## src/rtl/bin_mult_ctrl.sv

```systemverilog
// Wishbone-mapped controller for an iterative shift-add unsigned multiplier.
// Owns the operand/result registers, the multiply sequencer and the done/irq flags.
module bin_mult_ctrl #(
  parameter int unsigned WIDTH     = 16,
  parameter logic [31:0] BASE_ADDR = 32'h3000_0000
) (
  input  logic        wb_clk_i,
  input  logic        wb_rst_i,
  input  logic        wbs_stb_i,
  input  logic        wbs_cyc_i,
  input  logic        wbs_we_i,
  input  logic [3:0]  wbs_sel_i,
  input  logic [31:0] wbs_adr_i,
  input  logic [31:0] wbs_dat_i,
  output logic        wbs_ack_o,
  output logic [31:0] wbs_dat_o,
  output logic        irq_o,
  output logic        busy_o,
  output logic        done_o
);

  localparam int unsigned PW   = 2 * WIDTH;
  localparam int unsigned CntW = $clog2(WIDTH);
  localparam logic [CntW-1:0] CntLast = CntW'(WIDTH - 1);

  localparam logic [1:0] StIdle = 2'd0;
  localparam logic [1:0] StLoad = 2'd1;
  localparam logic [1:0] StRun  = 2'd2;
  localparam logic [1:0] StDone = 2'd3;

  localparam logic [2:0] OffCtrl   = 3'd0;
  localparam logic [2:0] OffOpa    = 3'd1;
  localparam logic [2:0] OffOpb    = 3'd2;
  localparam logic [2:0] OffResult = 3'd3;
  localparam logic [2:0] OffStatus = 3'd4;

  logic [1:0]       state_q, state_d;
  logic             ack_q;
  logic             req_we_q;
  logic [2:0]       req_off_q;
  logic [31:0]      req_dat_q;
  logic [3:0]       req_sel_q;
  logic [WIDTH-1:0] opa_q, opa_d, opb_q, opb_d, mplier_q, mplier_d;
  logic [PW-1:0]    mcand_q, mcand_d, acc_q, acc_d, result_q, result_d;
  logic [CntW-1:0]  cnt_q, cnt_d;
  logic             irq_en_q, irq_en_d, done_q, done_d;

  logic             hit, req, busy, wr, start_go;
  logic [WIDTH-1:0] lane_mask;
  logic [31:0]      rdata;
  logic             unused_bits;

  assign hit  = (wbs_adr_i[31:8] == BASE_ADDR[31:8]);
  // Never accept in the ack cycle, so ack cannot stay high two cycles running.
  assign req  = wbs_stb_i & wbs_cyc_i & hit & ~ack_q;
  assign busy = (state_q != StIdle);
  assign wr   = ack_q & req_we_q;
  assign start_go = wr & (req_off_q == OffCtrl) & req_sel_q[0] & req_dat_q[0] & ~busy;

  always_comb begin
    for (int i = 0; i < int'(WIDTH); i++) begin
      lane_mask[i] = req_sel_q[i / 8];
    end
  end

  always_comb begin
    state_d  = state_q;
    opa_d    = opa_q;
    opb_d    = opb_q;
    mcand_d  = mcand_q;
    mplier_d = mplier_q;
    acc_d    = acc_q;
    cnt_d    = cnt_q;
    result_d = result_q;
    irq_en_d = irq_en_q;
    done_d   = done_q;

    case (state_q)
      StIdle: begin
        if (start_go) state_d = StLoad;
      end
      StLoad: begin
        mcand_d  = PW'(opa_q);
        mplier_d = opb_q;
        acc_d    = '0;
        cnt_d    = '0;
        state_d  = StRun;
      end
      StRun: begin
        if (mplier_q[0]) acc_d = acc_q + mcand_q;
        mcand_d  = mcand_q << 1;
        mplier_d = mplier_q >> 1;
        cnt_d    = cnt_q + 1'b1;
        if (cnt_q == CntLast) state_d = StDone;
      end
      StDone: begin
        result_d = acc_q;
        state_d  = StIdle;
      end
      default: state_d = StIdle;
    endcase

    if (wr && (req_off_q == OffCtrl) && req_sel_q[0]) irq_en_d = req_dat_q[1];

    // Operands are frozen while a multiply is in flight.
    if (wr && !busy) begin
      if (req_off_q == OffOpa) opa_d = (opa_q & ~lane_mask) | (req_dat_q[WIDTH-1:0] & lane_mask);
      if (req_off_q == OffOpb) opb_d = (opb_q & ~lane_mask) | (req_dat_q[WIDTH-1:0] & lane_mask);
    end

    if (start_go || (wr && !busy && (req_off_q == OffStatus) && req_dat_q[1])) done_d = 1'b0;
    if (state_q == StDone) done_d = 1'b1;
  end

  always_comb begin
    rdata = '0;
    if (ack_q && !req_we_q) begin
      case (req_off_q)
        OffCtrl:   rdata[1]          = irq_en_q;
        OffOpa:    rdata[WIDTH-1:0]  = opa_q;
        OffOpb:    rdata[WIDTH-1:0]  = opb_q;
        OffResult: rdata[PW-1:0]     = result_q;
        OffStatus: rdata[1:0]        = {done_q, busy};
        default:   rdata             = '0;
      endcase
    end
  end

  always_ff @(posedge wb_clk_i) begin
    if (wb_rst_i) begin
      state_q   <= StIdle;
      ack_q     <= 1'b0;
      req_we_q  <= 1'b0;
      req_off_q <= '0;
      req_dat_q <= '0;
      req_sel_q <= '0;
      opa_q     <= '0;
      opb_q     <= '0;
      mcand_q   <= '0;
      mplier_q  <= '0;
      acc_q     <= '0;
      cnt_q     <= '0;
      result_q  <= '0;
      irq_en_q  <= 1'b0;
      done_q    <= 1'b0;
    end else begin
      state_q  <= state_d;
      ack_q    <= req;
      if (req) begin
        req_we_q  <= wbs_we_i;
        req_off_q <= wbs_adr_i[4:2];
        req_dat_q <= wbs_dat_i;
        req_sel_q <= wbs_sel_i;
      end
      opa_q    <= opa_d;
      opb_q    <= opb_d;
      mcand_q  <= mcand_d;
      mplier_q <= mplier_d;
      acc_q    <= acc_d;
      cnt_q    <= cnt_d;
      result_q <= result_d;
      irq_en_q <= irq_en_d;
      done_q   <= done_d;
    end
  end

  assign wbs_ack_o = ack_q;
  assign wbs_dat_o = rdata;
  assign irq_o     = done_q & irq_en_q;
  assign busy_o    = busy;
  assign done_o    = done_q;

  assign unused_bits = ^{wbs_adr_i[7:5], wbs_adr_i[1:0], req_dat_q, req_sel_q};

endmodule
```

## config.mk

```make
export PLATFORM = sky130hd
export DESIGN_NAME = bin_mult_ctrl
export DESIGN_NICKNAME = d
export VERILOG_FILES = /design/src/rtl/bin_mult_ctrl.sv
export SDC_FILE = /design/constraint.sdc
export NUM_CORES = 1
export LEC_CHECK = 0
export ABC_CLOCK_PERIOD_IN_PS = 2700
export CORE_UTILIZATION = 45
export DETAILED_ROUTE_END_ITERATION = 8
export PLACE_DENSITY = 0.69
export SLEW_MARGIN = 20
export SYNTH_ARGS = -nofsm -noshare
export SYNTH_HDL_FRONTEND = slang
export SYNTH_SLANG_ARGS = --single-unit
```

## constraint.sdc

```tcl
create_clock -name wb_clk_i -period 2.7 [get_ports wb_clk_i]
set_input_delay 0.54 -clock wb_clk_i [delete_from_list [all_inputs] [get_ports wb_clk_i]]
set_output_delay 0.54 -clock wb_clk_i [all_outputs]
set_load 0.1 [all_outputs]
```

# Yosys cells after proc, flatten, opt, wreduce, memory -nomap -nowiden
# Cells that the tools add are included.
[word_totals] ff_bits=175 out_inout_bits=36 wordCells=79
[classes] addsub=2 n_eq_ne=12 n_mux=15 bitwise=17 reduce_logical=18
[op_table] op="$pmux W32 S2" n=2
[op_table] op="$mux W32" n=2
[op_table] op="$and A16 B16 Y16" n=3
[op_table] op="$pmux W14 S3" n=1
[op_table] op="$add A32 B32 Y32" n=1
[op_table] op="$or A16 B16 Y16" n=2
[op_table] op="$pmux W16 S2" n=1
[op_table] op="$eq A24 B22 Y1 const B" n=1
[op_table] op="$mux W16" n=1
[op_table] op="$not A16 Y16" n=1
[op_table] op="$and A1 B1 Y1" n=9
[op_table] op="$pmux W2 S4" n=1
[op_table] op="$pmux W4 S2" n=1
[op_table] op="$reduce_and A2 Y1" n=4
[op_table] op="$eq A3 B2 Y1 const B" n=2
[op_table] op="$logic_and A1 B1 Y1" n=6
[op_table] op="$ne A2 B2 Y1 const B" n=3
[op_table] op="$reduce_bool A2 Y1" n=3
[op_table] op="$pmux W1 S5" n=1
[op_table] op="$add A4 B1 Y4 const B" n=1
[op_table] op="$eq A2 B2 Y1 const B" n=2
[op_table] op="$eq A4 B4 Y1 const B" n=1
[op_table] op="$mux W2" n=2
[op_table] op="$pmux W1 S4" n=1
[op_table] op="other kinds (9)" n=12

# Logic depth before layout (Yosys ltp)
[logic_depth] word_depth=8 mapped_depth=12 mapped_depth_nobuf=12

# Worst setup path before layout
# OpenSTA, ideal clock, no wires.
[synth_timing] path_type="register to output" from="reg ack_q, in the netlist wbs_ack_o" to="out wbs_dat_o[1]" arrival_time_ns=5.893 t_required_ns=2.160 path_slack_ns=-3.733 stages_incl_launch_ff=3 n_path_buf=0 cell_sequence="dfxtp_1 -> nand2b_1 -> a2111oi_0"
[synth_between] elab_chain_cells=2
[synth_rtl] item="start, declared" line_no="38" rtl="logic ack_q;"
[synth_rtl] item="start signal, assigned" line_no="148" rtl="ack_q <= req;"
[synth_rtl] item="$logic_and A1 B1 Y1" line_no="117" rtl="if (ack_q && !req_we_q) begin"
[synth_rtl] item="$mux W32" line_no="117"
[synth_rtl] item="end, declared" line_no="16" rtl="output logic [31:0] wbs_dat_o,"
# Every way passes these cells.

# Final worst setup path
[layout_timing] from="reg mcand_q[0]" to="reg acc_q[30]"
[layout_between] elab_chain_cells=3
[layout_rtl] item="start, declared" line_no="44" rtl="logic [PW-1:0] mcand_q, mcand_d, acc_q, acc_d, result_q, result_d;"
[layout_rtl] item="start signal, assigned" line_no="157" rtl="mcand_q <= mcand_d;"
[layout_rtl] item="$add A32 B32 Y32" line_no="90" rtl="if (mplier_q[0]) acc_d = acc_q + mcand_q;"
[layout_rtl] item="$mux W32" line_no="90"
[layout_rtl] item="$pmux W32 S2" line_no="78" rtl="case (state_q)"
[layout_rtl] item="end signal, assigned" line_no="141" rtl="acc_q <= '0;"
[layout_rtl] item="end signal, assigned" line_no="159" rtl="acc_q <= acc_d;"
[layout_rtl] item="end, declared" line_no="44"
# Every way passes these cells. The select of a mux whose other input is x is not followed.
# A chain may end at the register's enable or synchronous reset.

==> metrics.cfg <==
[synthesis]
synth.largest_area_cell=dfxtp_1
syn-num-nets=1095
synth-seq-area-share_pct=40.10
ys_top_cells_by_area=dfxtp_1 (40%), mux2i_1 (14%), nor2_1 (7.3%)
synthArstFlopShare_pct=0
ys_types=62
avgSynthCellArea_um2=8.870
ys.flop_type=dfxtp_1
yosys.area.top_type_share_pct=40.10
synthMostInstantiatedCell=dfxtp_1
synth_seq_cells=175
most_frequent_cells_after_synthesis=dfxtp_1 (175), nor2_1 (171), mux2i_1 (120)
mappedNetlistArea_um2=8737
ys.warnings.count=0
synth-edff-count=0
postSynthCellCount=985

[timing]
period_share_pct=99.53
finalHoldViolations=0
skew_ns=0.008752
grt_setup_unrepaired=true
max_slew.worst_pin.slew_ns=0.8053
hold_slack_ns=0.4702
fmax_mhz=372.1
setup-violations-final=0
slew_headroom_pct=46.31
drv_slew=0
fin_crit_ns=2.687

[job]
timing.max_cap.violations=0

[setup_path]
path_cells=ha_4 > inv_2 > fa_2 > nor2b_1 > o21a_1 > o21ai_2 > a211oi_2 > a31oi_2 > a31oi_2 > a31oi_2 > or4_1 > nand3_1
end_kind=flip-flop
class_of_the_most_critical_setup_path=reg2reg
critPathMaxFanout=2
worst_ep_arrival_time_ns=3.06
cp.buffers_inverters=1
critical-path-top-delay-family=compound AO/OA/AOI/OAI gates
timing.critical_path.slowest_cell_delay_ns=0.47
cp_data_required_time_ns=3.07
crit_top_cell=a31oi_2
crit_path_start_kind=flip-flop
cpMaxStageDelayCell=or4_1

[floorplan]
chipHeight_um=141.3
floorplan.die_area_um2=19980
design.portCount=109
starting_utilization_of_the_core_area_pct=46.25
fp-row-count=50
die_width_um=141.3
coreArea_um2=18890

[grt]
grt.total_usage_pct=21.09
grt_pass1_vias=6860
grt_start_max_net_pins=157
antenna_violations_before_repair=0
global_route.overflow_total=0
grt_pass1_wl_um=34090

[final_layout]
final.fill_count=1640
multi_input_area_um2=5117
num_antenna_cells=0
finish.net_count=1168
synthToLayoutAreaGrowth_pct=26.34
fraction_of_layout_instances_using_a_drive_strength_above_1_pct=14.95
final_cell_utilization_of_the_core_pct=58.42
register_area_um2=3513

[power_and_ir_drop]
power.combinational.fraction_pct=17.8
clkPwrFrac_pct=38.1
netSwitchingFraction_pct=27.90
pwr-share-seq_pct=44.1
static-leakage-power_nw=4.050
ir_worst_vdd_mv=0.4806
internal-power_mw=4.772
p_sw_mw=1.846
pwr_density_cell_nw_per_um2=599.6

[routing]
drt_iter0_drc=374
vias_per_cell=5.432
drt_pass1_iterations=5
num_vias=7224
drt_drc_violations_left=0
drt.antenna.violating_nets=0
drt-wirelength-per-cell_um=15.07
routed_wirelength_um=20040

[placed_design]
place_congestion=0.8997
hpwl_um=13830
numPortBuffers=85

[clocking]
cts_tree=yes
cts_htree_levels=4
cts.hold.buffers_added=0
clkLatencyLatePin_ns=0.43
clock_sink_count=175
cts_buffers=17
clk_path_buf_depth=2
clock-root-buffer=clkbuf_16
clock_pin_slew_worst_setup_and_hold_paths_ns=0.06

[hold_path]
hold_class=reg2reg

[outcome]
outcome=complete, no violations

[layout by cell type, fill, tap and decap left out, types with 7 or more instances in the layout]
cell / instances
buf_12: 36
o21a_1: 7
a211oi_1: 33
a21oi_1: 48
o21ai_1: 11
a21o_1: 9
xor2_1: 7
clkdlybuf4s50_1: 48
nor2_1: 155
a22oi_1: 23
ha_1: 32
clkbuf_16: 17
o21ai_0: 23
buf_4: 30
and2_1: 21
nand3_1: 33
dfxtp_1: 169
mux2_2: 15
mux2i_1: 120
nor3_1: 10
inv_1: 12
nand2_1: 50
nor2_4: 11
nand2b_1: 27
xnor2_1: 16
[final cells by class]
| class | count | share of cell area, % |
|---|---|---|
| repair buffers | 114 | 12.92 |
| well taps | 260 | 2.947 |
| clock inverters | 11 | 1.417 |
| clock buffers | 20 | 4.047 |
| multi-input cells | 736 | 46.36 |
| inverters | 14 | 0.4761 |
| flip-flops and latches | 175 | 31.83 |
[final timing paths]
path / from / endpoint / slack, ns / cells past startpoint
worst max-delay path: mcand_q[0]$_SDFFE_PP0P_ / acc_q[30]$_SDFFE_PP0P_ / 0.01 / 12
worst min-delay path: acc_q[18]$_SDFFE_PP0P_ / acc_q[18]$_SDFFE_PP0P_ / 0.47 / 2
worst max register to register: mcand_q[0]$_SDFFE_PP0P_ / acc_q[30]$_SDFFE_PP0P_ / 0.01 / 12
worst min register to register: acc_q[18]$_SDFFE_PP0P_ / acc_q[18]$_SDFFE_PP0P_ / 0.47 / 2
[power groups by stage]
stage                     Combinational [mW]  Sequential, mW  Clock (mW)
after floorplan                        0.843            2.93           0
after global placement                  1.14            2.96           0
after detailed placement                1.17            2.97           0
after CTS                               1.18            2.92        2.57
after global routing                    1.33            2.94        2.69
final                                   1.18            2.92        2.52
[cell families (layout without fill, tap and decap cells)]
| kind of cell | count (synthesis) | count (layout) | synth area share (%) |
|---|---|---|---|
| flops | 175 | 175 | 40.10 |
| mux | 135 | 135 | 15.68 |
| simple gates | 346 | 346 | 18.14 |
| compound gates | 195 | 195 | 15.15 |
| buf+inv | 74 | 159 | 3.236 |
| fa+ha+maj | 37 | 37 | 5.384 |
| xor+xnor | 23 | 23 | 2.306 |
[layer usage]
metal  vias up  track usage [%]  wire length (um)
met3        25            3.780               786
met2       176            33.61              9227
met4         0            6.579               312
met5         -                0                 0
met1      3396            28.91              9714
li1       3627                -                 -
[through the flow]
| stage | power (mW) | instances | setup WS, ns | setup TNS (ns) | instance area, um^2 |
|---|---|---|---|---|---|
| global route | 6.955 | 1330 | -0.1125 | -0.1814 | 11040 |
| finish | 6.618 | 1330 | 0.01258 | 0 | 11040 |
| global placement | 4.106 | 1297 | 0.04144 | 0 | 10370 |
| CTS | 6.663 | 1328 | 0.003558 | 0 | 10980 |
| floorplan | 3.772 | 985 | -0.1561 | -0.1561 | 8848 |
| detailed placement | 4.145 | 1297 | -0.02630 | -0.02630 | 10370 |
[what timing repair did]
action,CTS,global route
pin swaps,1,6
setup buffers,0,2
resized for setup,1,14
endpoints found under the setup margin,17,9
gates cloned,0,0
[worst register-to-register path, cell delays in order, from the launching register on]
cell	delay, ns
dfxtp_2	0.36
ha_4	0.15
inv_2	0.04
fa_2	0.34
nor2b_1	0.13
o21a_1	0.17
o21ai_2	0.08
a211oi_2	0.28
a31oi_2	0.16
a31oi_2	0.25
a31oi_2	0.13
or4_1	0.47
nand3_1	0.09
No activity file was read; power rests on OpenSTA's default activity.
